**config.mk**
```make
export PLATFORM = sky130hd
export DESIGN_NAME = l1_buffer_addr_ctrl
export DESIGN_NICKNAME = d
export VERILOG_FILES = /design/src/rtl/l1_buffer_addr_ctrl.sv
export SDC_FILE = /design/constraint.sdc
export NUM_CORES = 1
export LEC_CHECK = 0
export ABC_AREA = 1
export CAP_MARGIN = 20
export CORE_MARGIN = 2
export CORE_UTILIZATION = 54
export DETAILED_ROUTE_END_ITERATION = 8
export PLACE_DENSITY = 0.84
export SLEW_MARGIN = 20
export SYNTH_ARGS = -nofsm -noshare
export SYNTH_HDL_FRONTEND = slang
export SYNTH_SLANG_ARGS = --single-unit
```
**constraint.sdc**
```tcl
create_clock -name clk -period 2.7 [get_ports clk]
set_input_delay 0.54 -clock clk [delete_from_list [all_inputs] [get_ports clk]]
set_output_delay 0.54 -clock clk [all_outputs]
set_load 0.01 [all_outputs]
```
**src/rtl/l1_buffer_addr_ctrl.sv**
```systemverilog
// Global L1 event-buffer address controller: turns accepted L1A triggers into
// write strobes/addresses and sequences preLoad -> load -> busy for readout.
module l1_buffer_addr_ctrl #(
  parameter int ADDRWIDTH    = 7,
  parameter int DROPCNTWIDTH = 16
) (
  input  logic                    clk,
  input  logic                    reset,
  input  logic                    l1a,
  input  logic                    rdReq,
  input  logic                    rdDone,
  output logic                    wren,
  output logic [ADDRWIDTH-1:0]    wrAddr,
  output logic [ADDRWIDTH-1:0]    rdAddr,
  output logic                    preLoad,
  output logic                    load,
  output logic                    busy,
  output logic                    full,
  output logic                    empty,
  output logic [ADDRWIDTH:0]      occupancy,
  output logic                    l1Dropped,
  output logic [DROPCNTWIDTH-1:0] dropCount
);

  localparam logic [ADDRWIDTH:0]    DEPTH    = {1'b1, {ADDRWIDTH{1'b0}}};
  localparam logic [ADDRWIDTH:0]    PTR_ONE  = (ADDRWIDTH+1)'(1);
  localparam logic [DROPCNTWIDTH-1:0] CNT_ONE = DROPCNTWIDTH'(1);

  typedef enum logic [1:0] {
    S_IDLE    = 2'd0,
    S_PRELOAD = 2'd1,
    S_LOAD    = 2'd2,
    S_BUSY    = 2'd3
  } rd_state_e;

  rd_state_e                 state_q, state_d;
  logic [ADDRWIDTH:0]        wr_ptr_q, wr_ptr_d;
  logic [ADDRWIDTH:0]        rd_ptr_q, rd_ptr_d;
  logic [ADDRWIDTH-1:0]      wr_addr_q, wr_addr_d;
  logic [ADDRWIDTH-1:0]      rd_addr_q, rd_addr_d;
  logic                      wren_q, wren_d;
  logic                      dropped_q, dropped_d;
  logic [DROPCNTWIDTH-1:0]   drop_cnt_q, drop_cnt_d;
  logic                      full_q, full_d;
  logic                      empty_q, empty_d;
  logic                      reserve_full_q, reserve_full_d;
  logic [ADDRWIDTH:0]        occ_d;
  logic [ADDRWIDTH+1:0]      reserved_d;

  // Write path: an accepted L1A raises wren for one cycle; the pointer and
  // wrAddr are committed on the following edge so wrAddr trails wren by one.
  always_comb begin
    wren_d     = l1a & ~reserve_full_q;
    dropped_d  = l1a & reserve_full_q;
    wr_ptr_d   = wr_ptr_q;
    wr_addr_d  = wr_addr_q;
    drop_cnt_d = drop_cnt_q;
    if (wren_q) begin
      wr_addr_d = wr_ptr_q[ADDRWIDTH-1:0];
      wr_ptr_d  = wr_ptr_q + PTR_ONE;
    end
    if (dropped_d && (drop_cnt_q != {DROPCNTWIDTH{1'b1}})) begin
      drop_cnt_d = drop_cnt_q + CNT_ONE;
    end
  end

  // Read sequencer; occupancy is released only when readout reports rdDone.
  always_comb begin
    state_d  = state_q;
    rd_ptr_d = rd_ptr_q;
    case (state_q)
      S_IDLE: begin
        if (rdReq && !empty_q) begin
          state_d = S_PRELOAD;
        end
      end
      S_PRELOAD: state_d = S_LOAD;
      S_LOAD:    state_d = S_BUSY;
      S_BUSY: begin
        if (rdDone) begin
          rd_ptr_d = rd_ptr_q + PTR_ONE;
          state_d  = S_IDLE;
        end
      end
      default: state_d = S_IDLE;
    endcase
    rd_addr_d = rd_ptr_d[ADDRWIDTH-1:0];
  end

  // Acceptance also counts a write that is granted but not yet committed,
  // otherwise a back-to-back L1A could overfill the buffer by one event.
  always_comb begin
    occ_d          = wr_ptr_d - rd_ptr_d;
    full_d         = (occ_d == DEPTH);
    empty_d        = (occ_d == '0);
    reserved_d     = {1'b0, occ_d} + {{(ADDRWIDTH+1){1'b0}}, wren_d};
    reserve_full_d = (reserved_d >= {1'b0, DEPTH});
  end

  always_ff @(posedge clk or negedge reset) begin
    if (!reset) begin
      state_q        <= S_IDLE;
      wr_ptr_q       <= '0;
      rd_ptr_q       <= '0;
      wr_addr_q      <= '0;
      rd_addr_q      <= '0;
      wren_q         <= 1'b0;
      dropped_q      <= 1'b0;
      drop_cnt_q     <= '0;
      full_q         <= 1'b0;
      empty_q        <= 1'b1;
      reserve_full_q <= 1'b0;
    end else begin
      state_q        <= state_d;
      wr_ptr_q       <= wr_ptr_d;
      rd_ptr_q       <= rd_ptr_d;
      wr_addr_q      <= wr_addr_d;
      rd_addr_q      <= rd_addr_d;
      wren_q         <= wren_d;
      dropped_q      <= dropped_d;
      drop_cnt_q     <= drop_cnt_d;
      full_q         <= full_d;
      empty_q        <= empty_d;
      reserve_full_q <= reserve_full_d;
    end
  end

  assign wren      = wren_q;
  assign wrAddr    = wr_addr_q;
  assign rdAddr    = rd_addr_q;
  assign preLoad   = (state_q == S_PRELOAD);
  assign load      = (state_q == S_LOAD);
  assign busy      = (state_q == S_BUSY);
  assign full      = full_q;
  assign empty     = empty_q;
  assign occupancy = wr_ptr_q - rd_ptr_q;
  assign l1Dropped = dropped_q;
  assign dropCount = drop_cnt_q;

endmodule

```
Word-level counts from Yosys, hierarchy flattened
Index checks and enable logic that the tools add are counted.
{"block": "word_totals", "ff_bits": 53, "input_bits": 5, "out_inout_bits": 45, "elab_cells": 40}
{"block": "op_classes", "n_addsub": 6, "magnitude_cmp": 1, "eq_ne": 7, "n_mux": 6, "n_bitwise": 3, "reduce_logical": 6}
{"op": "8-bit two-way mux", "count": 3}
{"op": "16-bit by 1-bit adder with 16-bit output (second input constant)", "count": 1}
{"op": "8-bit by 1-bit adder with 8-bit output (second input constant)", "count": 2}
{"op": "16-bit inequality test (second input constant)", "count": 1}
{"op": "8-bit subtractor", "count": 2}
{"op": "8-bit by 1-bit adder with 9-bit output", "count": 1}
{"op": "9-bit by 8-bit >= comparator with 1-bit output (second input constant)", "count": 1}
{"op": "8-bit equality test (second input constant)", "count": 1}
{"op": "8-bit zero test", "count": 1}
{"op": "2-bit case mux with 4 select lines", "count": 1}
{"op": "2-bit equality test (second input constant)", "count": 2}
{"op": "2-bit two-way mux", "count": 2}
{"op": "2-bit inequality test (second input constant)", "count": 2}
{"op": "1-bit bitwise AND", "count": 2}
{"op": "2-bit by 1-bit equality test with 1-bit output (second input constant)", "count": 1}
{"op": "1-bit logical AND", "count": 2}
{"op": "2-bit zero test", "count": 1}
{"op": "2-bit AND reduction", "count": 1}
{"op": "1-bit zero test", "count": 1}
{"op": "1-bit inverter", "count": 1}

Logic depth before layout (Yosys ltp)
{"block": "logic_depth", "word_depth": 6, "mapped_depth": 17, "depth_no_buf": 17}

Worst setup path after synthesis
Ideal clock, no wire load.
{"block": "synth_path", "kind": "reg2reg", "startpoint": "register wren_q, in the netlist wren", "endpoint": "register empty_q, in the netlist empty", "setup_time_ps": 68, "t_arrival_ps": 2261, "t_required_ps": 2632, "setup_slack_ps": 371, "stages_incl_launch_ff": 14, "n_path_buf": 2, "synth_period_minus_slack_ps": 2329, "path_cell_list": "dfrtp_1 > buf_4 > clkbuf_1 > nor2_1 > nor2_1 > inv_1 > ha_1 > inv_1 > fa_1 > nor2_1 > nand2_1 > nor3b_1 > nand4_1 > nor2_1"}
{"block": "synth_between", "elab_chain_len": 3}
{"element": "from (decl)", "line": "41", "source": "logic wren_q, wren_d;"}
{"element": "from (signal assigned)", "line": "119", "source": "wren_q <= wren_d;"}
{"element": "8-bit two-way mux", "line": "58", "source": "if (wren_q) begin"}
{"element": "via wr_ptr_d[0]", "line": "37", "source": "logic [ADDRWIDTH:0] wr_ptr_q, wr_ptr_d;"}
{"element": "8-bit subtractor", "line": "93", "source": "occ_d = wr_ptr_d - rd_ptr_d;"}
{"element": "8-bit zero test", "line": "95", "source": "empty_d = (occ_d == '0);"}
{"element": "via empty_d", "line": "45", "source": "logic empty_q, empty_d;"}
{"element": "to (signal assigned)", "line": "123", "source": "empty_q <= empty_d;"}
{"element": "to (decl)", "line": "45"}
The timed path passes the listed nets, and every way through them passes these cells.
A chain may end at the register's enable or synchronous reset.

Final worst setup path
{"block": "layout_path", "startpoint": "register wr_ptr_q[2]", "endpoint": "output port occupancy[3]"}
{"block": "layout_between", "elab_chain_len": 1}
{"element": "from (decl)", "line": "37"}
{"element": "from (signal assigned)", "line": "115", "source": "wr_ptr_q <= wr_ptr_d;"}
{"element": "8-bit subtractor", "line": "136", "source": "assign occupancy = wr_ptr_q - rd_ptr_q;"}
{"element": "to (decl)", "line": "20", "source": "output logic [ADDRWIDTH:0] occupancy,"}
No other way between the ends.

==> flow_summary_export.csv <==
group,metric,value,unit
placed_design,dp.cells,481,
power_and_ir_drop,p_int,2.334,mW
floorplan,ioPinCount,50,
yosys,synth.distinct_cells,29,
yosys,synth_fa_ha_area_share,11.85,%
timing,whs,0.2066,ns
grt,grt_antenna_before_repair,0,
setup_path,critPathKind,"flip-flop to output port",
power_and_ir_drop,power.leakage,1.912,nW
placed_design,dp_hpwl,4.839,mm
yosys,synth_top_cell_area_share,37.82,%
cts,clkTransAtPathRegs,0.09,ns
yosys,synth_area_per_cell,8.631,um^2
drt,wl_per_cell,13.64,um
power_and_ir_drop,swShare,42.85,%
power_and_ir_drop,pwr-share-clk,10.4,%
cells_and_area,instances_no_fill,491,
yosys,yosys.area.top_type,"dfrtp_1",
floorplan,num_rows,27,
hold_path,hp-class,"input port to async pin",
yosys,synthXorXnorAreaFrac,11.18,%
power_and_ir_drop,power.density,1058,mW/mm^2
drt,drt_pass1_iterations,4,
timing,clock_skew,0.004479,ns
placed_design,portBuffers,49,
cts,cts_made_buffers,5,
setup_path,cp.arrival,2.14,ns
grt,grt_start_max_net_pins,25,
yosys,synth_top_family_by_area,"simple AND/OR/NAND/NOR gates",
drt,drc,0,
drt,wirelength,6.697,mm
setup_path,cp-end-kind,"output port",
cts,clk_latency,0.30,ns
floorplan,core_area,0.005405,mm^2
floorplan,die_h,78.26,um
setup_path,required,2.16,ns
cells_and_area,final_cell_mix,"57 x inv_1, 53 x nand2_1, 45 x dfrtp_1",
floorplan,dieArea,0.006125,mm^2
power_and_ir_drop,p_sw,1.750,mW
timing,max_freq,373.7,MHz
yosys,ys_ff_latch,46,
yosys,seq_area_frac_synth,38.70,%
placed_design,gp_congestion,0.8809,
timing,relSlewSlack,63.95,%
timing,setup-violations-final,0,
yosys,synth_nets,377,
floorplan,die_w,78.26,um
drt,ant_nets,0,
grt,grt_pass1_wl,10.56,mm
cts,cts_tree,"done",
power_and_ir_drop,irDropWorstVdd,0.0006655,V
grt,grt_usage,21.74,%
timing,hold_violations,0,
cts,clkSinkCount,46,
grt,grt_pass1_vias,2400,
cells_and_area,n_antenna_cell,0,
drt,routed_via_density,5.045,
yosys,synth.area.mux_share,1.134,%
yosys,synthSimpleGateAreaFrac,23.36,%
cts,h-tree-depth,2,
yosys,synth_area_leaders,"dfrtp_1 38%, ha_1 11%, xor2_1 7.4%",
drt,drt_iter0_drc,125,
floorplan,start_util,55.09,%
flow_run,maxCapViolCount,0,
timing,min_period_over_period,99.10,%
run_status,status,"completed",
drt,vias,2477,
power_and_ir_drop,pwr-share-seq,26.1,%
cells_and_area,drive_gt1_share,19.81,%
timing,report.final.slew_viol_count,0,
cts,hold_buffers,0,
cells_and_area,fill_cells,372,
timing,fin_crit,2.676,ns
yosys,syn_area,0.002978,mm^2
cts,clock-root-buffer,"clkbuf_8",
cells_and_area,syn_to_final_growth,29.62,%
yosys,netlist_instances,345,
cells_and_area,finalNetCount,450,
cells_and_area,mostFrequentLayoutCell,"inv_1",
timing,worst_pin_slew,0.5407,ns
power_and_ir_drop,combPwrFrac,63.6,%
grt,grt_overflow_total,0,
cts,cts_max_path_buffers,2,
yosys,synth_compound_gate_area_share,4.202,%
yosys,yosys_warnings,0,
setup_path,critPathLaunchType,"flip-flop",
setup_path,cp_max_fo,4,
==> final timing paths <==
kind / endpoint / cells past startpoint / startpoint / slack, ns
max in group asynchronous: empty / 2 / reset / 1.73
worst max register to register: full / 13 / state_q[0] / 0.16
worst min-delay path: state_q[0] / 1 / reset / 0.21
worst max-delay path: occupancy[3] / 6 / wr_ptr_q[2] / 0.02
worst min register to register: wren / 1 / reserve_full_q / 0.46
min in group clk: wren / 1 / reserve_full_q / 0.46
==> metrics by stage <==
step / utilization, % / setup slack, ns / area, um^2 / setup TNS [ns] / total power [mW]
global route: 71.41 / -0.08709 / 3860 / -0.2371 / 4.405
floorplan: - / 0.3706 / 2978 / 0 / 2.420
finish: 71.41 / 0.02425 / 3860 / 0 / 4.084
global placement: 67.89 / -0.2121 / 3670 / -0.5842 / 3.385
detailed placement: 67.89 / -0.2865 / 3670 / -0.8611 / 3.470
CTS: 69.93 / 0.004024 / 3780 / 0 / 3.936
==> worst max-delay path: stages (launching register included) <==
cell and delay (ns):
dfrtp_1 0.44, ha_4 0.31, nand2_1 0.07, o21ai_2 0.19, buf_4 0.15, xor2_1 0.13, clkdlybuf4s50_1 0.55
==> layer usage <==
metal / vias up / global-route usage (%) / wire length [um]
met1: 1193 / 28.31 / 2856
met5: - / 0 / 0
met4: 0 / 7.368 / 131
met3: 11 / 4.598 / 375
met2: 65 / 36.21 / 3333
li1: 1208 / - / -
==> logic make-up after synthesis <==
| logic type | after synthesis |
|---|---|
| and+or+nand+nor | 139 |
| muxes | 3 |
| buffers and inverters | 68 |
| DFF | 46 |
| adders and majority gates | 27 |
| AOI/OAI and AO/OA | 24 |
| xor gates and xnor gates | 38 |
==> synth_stat cells (all sizes together) <==
cell and number:
buf 8, a21oi 11, or2 1, fa 2
nand4 7, nor3 1, xnor2 13, nor3b 1
nor4 1, dfrtp 45, xor2 25, clkbuf 1
nand2 65, mux2 3, o21bai 1, inv 59
ha 25, o21ai 11, nor2 36, dfstp 1
nand3 27, o211ai 1
==> area by class of cell <==
type	count	area (um^2)	area share, %
clock buffer	6	72.57	1.880
clock inverter	2	13.76	0.3566
inverter	59	221.5	5.737
multi-input combinational	231	1635	42.37
sequential	46	1152	29.85
tap	72	90.09	2.334
timing repair buffer	75	674.4	17.47
==> state kept, by name, indices dropped and copies added (netlist names) <==
register / flops
dropCount: 16
empty: 1
full: 1
l1Dropped: 1
rdAddr: 6
rd_ptr_q: 2
reserve_full_q: 1
state_q: 2
wrAddr: 7
wr_ptr_q: 8
wren: 1
==> power by group through the flow <==
stage | clock [mW] | combinational (mW) | sequential [mW]
3_5_place_dp | 0 | 2.39 | 1.08
5_1_grt | 0.455 | 2.86 | 1.09
3_3_place_gp | 0 | 2.32 | 1.07
2_1_floorplan | 0 | 1.31 | 1.11
6_report | 0.423 | 2.60 | 1.06
4_1_cts | 0.423 | 2.45 | 1.06
==> what timing repair did <==
| action | 4_1_cts | 5_1_grt |
|---|---|---|
| endpoints found under the setup margin | 8 | 5 |
| gates cloned | 0 | 0 |
| hold endpoints to repair | 0 | 0 |
| pin swaps | 0 | 6 |
| resized for setup | 11 | 19 |
| buffers inserted | 1 | 1 |
Power figures use the tool's default switching activity.
